File: src/rtl/serial_subtractor_pkg.sv
// Shared types and constants for the bit-serial subtractor.
// Holds the FSM state encoding and the default operand width.
package serial_subtractor_pkg;

  localparam int DEFAULT_WIDTH = 8;

  typedef enum logic [1:0] {
    ST_IDLE = 2'd0,
    ST_RUN  = 2'd1,
    ST_DONE = 2'd2
  } state_t;

endpackage

File: src/rtl/serial_subtractor_if.sv
// Start/done handshake and operand/result bus for the serial subtractor.
// The master drives the request; the slave (the subtractor) returns the result.
interface serial_subtractor_if
  import serial_subtractor_pkg::*;
#(
  parameter int WIDTH = DEFAULT_WIDTH
) ();

  logic             start;
  logic [WIDTH-1:0] a;
  logic [WIDTH-1:0] b;
  logic             bin;
  logic             busy;
  logic             done;
  logic [WIDTH-1:0] diff;
  logic             bout;
  logic             ovf;

  modport master (
    output start, a, b, bin,
    input  busy, done, diff, bout, ovf
  );

  modport slave (
    input  start, a, b, bin,
    output busy, done, diff, bout, ovf
  );

endinterface

File: src/rtl/serial_subtractor_full_subtractor.sv
// One-bit full subtractor built as two half-subtractors plus an OR,
// mirroring the composition of the full adder.
module full_subtractor (
  input  logic x,
  input  logic y,
  input  logic bin,
  output logic d,
  output logic bout
);

  logic w_d1;
  logic w_b1;
  logic w_b2;

  // first half-subtractor: x - y
  assign w_d1 = x ^ y;
  assign w_b1 = ~x & y;

  // second half-subtractor: (x - y) - bin
  assign d    = w_d1 ^ bin;
  assign w_b2 = ~w_d1 & bin;

  assign bout = w_b1 | w_b2;

endmodule

File: src/rtl/serial_subtractor.sv
// Bit-serial two's-complement subtractor: diff = a - b - bin, one bit per
// clock LSB first, through a single full-subtractor cell and a borrow flop.
module serial_subtractor
  import serial_subtractor_pkg::*;
#(
  parameter int WIDTH = DEFAULT_WIDTH
) (
  input  logic                clk,
  input  logic                rst_n,
  serial_subtractor_if.slave  bus
);

  localparam int CNT_W = (WIDTH > 1) ? $clog2(WIDTH) : 1;

  state_t             r_state;
  state_t             w_state_nxt;
  logic [CNT_W-1:0]   r_cnt;
  logic [WIDTH-1:0]   r_sa;
  logic [WIDTH-1:0]   r_sb;
  logic [WIDTH-1:0]   r_res;
  logic               r_brw;
  logic               r_amsb;
  logic               r_bmsb;
  logic               r_ovf;
  logic               r_busy;
  logic               r_done;
  logic               w_busy_nxt;
  logic               w_done_nxt;
  logic               w_d;
  logic               w_bo;
  logic               w_last;

  assign w_last = (r_cnt == CNT_W'(WIDTH - 1));

  full_subtractor u_fs (
    .x    (r_sa[0]),
    .y    (r_sb[0]),
    .bin  (r_brw),
    .d    (w_d),
    .bout (w_bo)
  );

  always_ff @(posedge clk) begin
    if (!rst_n) r_state <= ST_IDLE;
    else        r_state <= w_state_nxt;
  end

  always_comb begin
    w_state_nxt = r_state;
    unique case (r_state)
      ST_IDLE: if (bus.start) w_state_nxt = ST_RUN;
      ST_RUN:  if (w_last)    w_state_nxt = ST_DONE;
      ST_DONE:                w_state_nxt = ST_IDLE;
      default:                w_state_nxt = ST_IDLE;
    endcase
  end

  // busy/done are decoded from the next state so they leave a flop directly
  always_comb begin
    w_busy_nxt = (w_state_nxt == ST_RUN);
    w_done_nxt = (w_state_nxt == ST_DONE);
  end

  always_ff @(posedge clk) begin
    if (!rst_n) begin
      r_busy <= 1'b0;
      r_done <= 1'b0;
    end else begin
      r_busy <= w_busy_nxt;
      r_done <= w_done_nxt;
    end
  end

  always_ff @(posedge clk) begin
    if (!rst_n) begin
      r_cnt  <= '0;
      r_sa   <= '0;
      r_sb   <= '0;
      r_res  <= '0;
      r_brw  <= 1'b0;
      r_amsb <= 1'b0;
      r_bmsb <= 1'b0;
      r_ovf  <= 1'b0;
    end else begin
      case (r_state)
        ST_IDLE: begin
          if (bus.start) begin
            r_sa   <= bus.a;
            r_sb   <= bus.b;
            r_brw  <= bus.bin;
            r_cnt  <= '0;
            r_amsb <= bus.a[WIDTH-1];
            r_bmsb <= bus.b[WIDTH-1];
          end
        end
        ST_RUN: begin
          r_res <= {w_d, r_res[WIDTH-1:1]};
          r_sa  <= {1'b0, r_sa[WIDTH-1:1]};
          r_sb  <= {1'b0, r_sb[WIDTH-1:1]};
          r_brw <= w_bo;
          if (!w_last) begin
            r_cnt <= r_cnt + CNT_W'(1);
          end else begin
            // the bit entering now becomes the result MSB
            r_ovf <= (r_amsb != r_bmsb) & (w_d != r_amsb);
          end
        end
        default: ;
      endcase
    end
  end

  assign bus.busy = r_busy;
  assign bus.done = r_done;
  assign bus.diff = r_res;
  assign bus.bout = r_brw;
  assign bus.ovf  = r_ovf;

endmodule

File: src/flat_wrapper.sv
// flat-port wrapper written by rule: the top's interface ports become plain ports
module serial_subtractor_flat import serial_subtractor_pkg::*;
#(
  parameter int WIDTH = DEFAULT_WIDTH
)
  (clk, rst_n, bus_start, bus_a, bus_b, bus_bin, bus_busy, bus_done, bus_diff, bus_bout, bus_ovf);
  serial_subtractor_if #(.WIDTH(WIDTH)) bus_i ();
  input  logic clk;
  input  logic rst_n;
  input wire logic [$bits(bus_i.start)-1:0] bus_start;
  input wire logic [$bits(bus_i.a)-1:0] bus_a;
  input wire logic [$bits(bus_i.b)-1:0] bus_b;
  input wire logic [$bits(bus_i.bin)-1:0] bus_bin;
  output wire logic [$bits(bus_i.busy)-1:0] bus_busy;
  output wire logic [$bits(bus_i.done)-1:0] bus_done;
  output wire logic [$bits(bus_i.diff)-1:0] bus_diff;
  output wire logic [$bits(bus_i.bout)-1:0] bus_bout;
  output wire logic [$bits(bus_i.ovf)-1:0] bus_ovf;
  assign bus_i.start = bus_start;
  assign bus_i.a = bus_a;
  assign bus_i.b = bus_b;
  assign bus_i.bin = bus_bin;
  assign bus_busy = bus_i.busy;
  assign bus_done = bus_i.done;
  assign bus_diff = bus_i.diff;
  assign bus_bout = bus_i.bout;
  assign bus_ovf = bus_i.ovf;
  serial_subtractor #(.WIDTH(WIDTH)) u_core (.clk(clk), .rst_n(rst_n), .bus(bus_i));
endmodule
File: config.mk
export PLATFORM = sky130hd
export DESIGN_NAME = serial_subtractor_flat
export DESIGN_NICKNAME = d
export VERILOG_FILES = /design/src/rtl/serial_subtractor_pkg.sv /design/src/rtl/serial_subtractor_if.sv /design/src/rtl/serial_subtractor_full_subtractor.sv /design/src/rtl/serial_subtractor.sv /design/src/flat_wrapper.sv
export SDC_FILE = /design/constraint.sdc
export NUM_CORES = 1
export LEC_CHECK = 0
export BUFFER_PORTS_ARGS = -buffer_cell sky130_fd_sc_hd__clkbuf_2
export CORE_UTILIZATION = 25
export CTS_CLUSTER_DIAMETER = 30
export CTS_CLUSTER_SIZE = 40
export DETAILED_ROUTE_END_ITERATION = 8
export GPL_ROUTABILITY_DRIVEN = 1
export GPL_TIMING_DRIVEN = 0
export PLACE_DENSITY = 0.53
export SLEW_MARGIN = 15
export SYNTH_ARGS = -nofsm -noshare
export SYNTH_HDL_FRONTEND = slang
export SYNTH_HIERARCHICAL = 1
export SYNTH_SLANG_ARGS = --single-unit
File: constraint.sdc
create_clock -name clk -period 1.99 [get_ports clk]
set_input_delay 0.398 -clock clk [delete_from_list [all_inputs] [get_ports clk]]
set_output_delay 0.398 -clock clk [all_outputs]
set_load 0.005 [all_outputs]
[Word level (Yosys, flattened, before mapping)]
Cells that the tools add are included.
Cells by class
  eq/ne operators: 8
  mux-type cells: 12
  add/subtract/negate cells: 1
  reduce and logical (&&, ||, !) cells: 6
  bitwise logic cells: 8
Operators by type and width (count)
  $pmux 8 s2: 2
  $mux 8: 2
  $mux 3: 2
  $pmux 3 s2: 1
  $reduce_and 2->1: 3
  $eq 2x1->1 const B: 2
  $mux 2: 2
  $ne 2x2->1 const B: 2
  $pmux 2 s2: 1
  $add 3x1->3 const B: 1
  $and 1x1->1: 3
  $eq 3x3->1 const B: 1
  $reduce_and 3->1: 1
  $eq 2x2->1 const B: 1
  $logic_not 2->1: 1
  $ne 1x1->1: 2
  $not 1->1: 2
  $pmux 1 s2: 1
  $reduce_bool 2->1: 1
  $xor 1x1->1: 2
  $mux 1: 1
  $or 1x1->1: 1
Word-level totals
  logic and storage cells: 46
  flip-flop bits (word level): 35
  output and inout port bits: 12
  bits of input ports: 20

[Logic depth before layout (Yosys ltp)]
  word-level depth: 5
  gate-level depth with buffers: 6
  mapped depth without buffers: 5

[Cells and area by module]
Netlist, hierarchy kept.
By module, submodules not included
  serial_subtractor: area an instance 1421.4 um2, cells an instance 176, seq. area each 700.7 um2, times used 1
  full_subtractor: area an instance 31.3 um2, cells an instance 4, seq. area each 0.0 um2, times used 1

[Worst setup path after synthesis]
OpenSTA, ideal clock, no wires.
  path type: register to register
  start point: reg u_core.r_sb[0]
  end point: reg u_core.r_ovf (netlist: u_core/bus.ovf)
  data arrival time: 1.323 ns
  required time: 1.899 ns
  path slack: 0.576 ns
  path buffers: 0
  setup time: 0.091 ns
  clock period less this slack: 1.414 ns
  cell stages (with the launch flop): 6
  path through: dfxtp_1 > inv_1 > fa_1 > nor2b_1 > a21oi_1 > a311oi_1
On the way
  longest elaborated chain between the ends: 4
RTL lines
  start: declaration: line serial_subtractor.sv:19  | logic [WIDTH-1:0] r_sb;
  start signal: assignment: line serial_subtractor.sv:89  | r_sb <= bus.b;
  start signal: assignment: line serial_subtractor.sv:99  | r_sb <= {1'b0, r_sb[WIDTH-1:1]};
  $xor 1x1->1: line serial_subtractor_full_subtractor.sv:16  | assign w_d1 = x ^ y;
  $xor 1x1->1: line serial_subtractor_full_subtractor.sv:20  | assign d = w_d1 ^ bin;
  named net u_core.w_d: line serial_subtractor.sv:29  | logic w_d;
  $ne 1x1->1: line serial_subtractor.sv:105  | r_ovf <= (r_amsb != r_bmsb) & (w_d != r_amsb);
  $and 1x1->1: line serial_subtractor.sv:105
  end signal: assignment: line serial_subtractor.sv:105
  end: declaration: line serial_subtractor.sv:24  | logic r_ovf;
The timed path passes the listed nets, and every way through them passes these cells.
A chain may end at the register's enable or synchronous reset.

[Worst setup path in the final report]
Ends and elaborated chain as after synthesis.

==> metrics.csv <==
metric,value,unit
fraction of layout cells with a size suffix above 1,23.3,%
clock latency on the worst-skew pair,290,ps
RR Endpoint,u_core/bus.ovf,
Synth Net Count,203,
largest net degree at the start of global routing,12,
worst hold path endpoint,u_core/r_sb[2],
power density over the cells,878,nW/µm²
Mean Syn Cell Area,8.07,µm²
worst-margin pin slew,452,ps
Rel. slew slack,69.9,%
Synth cell types,24,
Crit. End Element,flop,
CTS Root Cell,clkbuf_8,
leading area contributor after synthesis,dfxtp_1,
Nets,241,
chip height,78.2,µm
combinational share of power,10.3,%
Seq pwr share,47.6,%
Critical Path AT,1700,ps
Fin. Hold Viols,0,
WS Path Type,flop to flop,
htree depth,2,
Leak,0.739,nW
HPWL Detailed,2320,µm
synth top area cells,"dfxtp_1, nand2_1, a31oi_1",
1st-pass router iterations,4,
Routed WL per cell,11.3,µm
Non-Filler Instances,291,
RR Startpoint,u_core/r_sb[0],
first-pass GRT wire length,5550,µm
Worst Path Required,2190,ps
FF-to-FF setup slack,490,ps
final instance area,1820,µm²
via count,1289,
Main synth FF type,dfxtp_1,
Synth Register Bits,35,
Post-CTS Repair Setup Buffers,0,
max_cap viols,0,
ANT nets after route,0,
hold_sp,bus_b[2],
peak supply drop,0.000301,V
setup_tns,0,ps
NetSw,0.381,mW
register area share after synthesis,48.2,%
Clk pwr share,42.2,%
core area,5540,µm²
CTS max path bufs,2,
port bufs,31,
Tot Pwr,1.59,mW
Clock Sinks,35,
Final setup viols,0,
Synth top area share,48.2,%
Post-synth EDFFs,0,
cells on worst reg2reg path,5,
Synth Warn #,6,
FP Rows,27,
hold path cells,3,
CP Launch Type,flop,
CTS tree,built,
Crit Path Max Fanout,3,
initial drt markers,57,
Final min period,1500,ps
Inserted Diodes,0,
Syn Inst Count,180,
Hold Path Class,primary input to flop,
WHS,345,ps
Initial Utilization,26.2,%
Final period util,75.6,%
async set-reset flop share out of synthesis,0,%
RePlAce Congestion,0.731,
DRC Markers,0,
switching share of power,23.9,%
max-slew violation count,0,
Pint,1.21,mW
outcome,completed,
"Reg clk slew, reported paths",80,ps
GR Overflow Total,0,
final wirelength,3290,µm
placed cell count,283,
CP Launch Point,u_core/r_sb[0],
"Hold-fix buffers, CTS",0,
Synth top cells by count,"nand2_1, dfxtp_1, a31oi_1, o21ai_0, a21oi_1",
routed vias/inst,4.43,
Die X,78.2,µm
total track usage,11.6,%
post-cts sizing count,0,
initial antenna violation count,0,
most frequent cell after synthesis,nand2_1,
IO Count,32,
Worst Skew,6.32,ps
Area after DPL,1700,µm²
FMAX,665,MHz
Synth Cell Area,1450,µm²
vias in the first global route,1272,
Area Overhead vs Synth,25.0,%
die area,6120,µm²
total CTS buffers,5,
RSZ-0062 raised after global routing,false,
==> cell type report <==
class | count | area [µm²]
clock buffers | 6 | 82.6
flip-flops and latches | 35 | 701
plain buffers | 14 | 83.8
fillers | 625 | 3720
multi-input cells | 126 | 649
inverters | 5 | 18.8
clock inverters | 2 | 35.0
well taps | 72 | 90.1
repair buffers | 31 | 155
==> stage by stage <==
stage          util (%)  worst slack, ps
5_1_grt            32.8              337
3_5_place_dp       30.6              487
6_report           32.8              485
3_3_place_gp       30.6              506
4_1_cts            32.8              471
2_1_floorplan         -              576
==> power groups by stage <==
stage               registers, mW  clock network (mW)  logic, mW
detailed placement          0.774                   0      0.165
CTS                         0.758               0.687      0.166
global placement            0.774                   0      0.164
finish                      0.758               0.672      0.164
global route                0.764               0.719      0.187
floorplan                   0.770                   0      0.109
==> layout by cell type, fill, tap and decap left out, types with 4 or more instances in the layout <==
cell,Yosys,routed
dfxtp_1,35,35
clkbuf_8,0,6
nor3_1,4,4
inv_1,5,5
nand2_1,53,53
buf_2,7,7
o21ai_0,16,16
a21oi_1,15,15
nand3_1,4,4
a31oi_1,18,18
clkbuf_2,0,31
==> cells by family after synthesis <==
family,synth area share (%)
flops,48.2
compound gates,19.9
fa+ha+maj,3.10
simple gates,21.0
mux,0.689
buf+inv,7.06
==> flip-flops by register name (all words and copies together) (netlist names) <==
signal	cells
u_core/bus.diff	8
u_core/r_sa	8
u_core/r_sb	8
u_core/r_cnt	3
u_core/r_state	2
u_core/bus.bout	1
u_core/bus.busy	1
u_core/bus.done	1
u_core/bus.ovf	1
u_core/r_amsb	1
u_core/r_bmsb	1
==> worst max-delay path by stage <==
stage                     cells past startpoint        endpoint
after floorplan                               5  u_core/bus.ovf
after global placement                        5  u_core/bus.ovf
after detailed placement                      5  u_core/bus.ovf
after CTS                                     5  u_core/bus.ovf
after global routing                          5  u_core/bus.ovf
final                                         5  u_core/bus.ovf
==> worst max-delay path: stages, from the launching register on <==
cell and delay (ps):
dfxtp_1 340, inv_1 60, fa_1 570, nor2b_1 140
a21oi_1 80, a311oi_1 240
==> layer usage <==
metal,vias to the layer above,wire [µm],global-route usage (%)
met2,27,1350,17.5
met3,5,138,3.37
met5,-,0,0
met4,0,35,5.00
met1,569,1770,15.1
li1,688,-,-
Note: power is estimated with default switching activity, not from simulation.
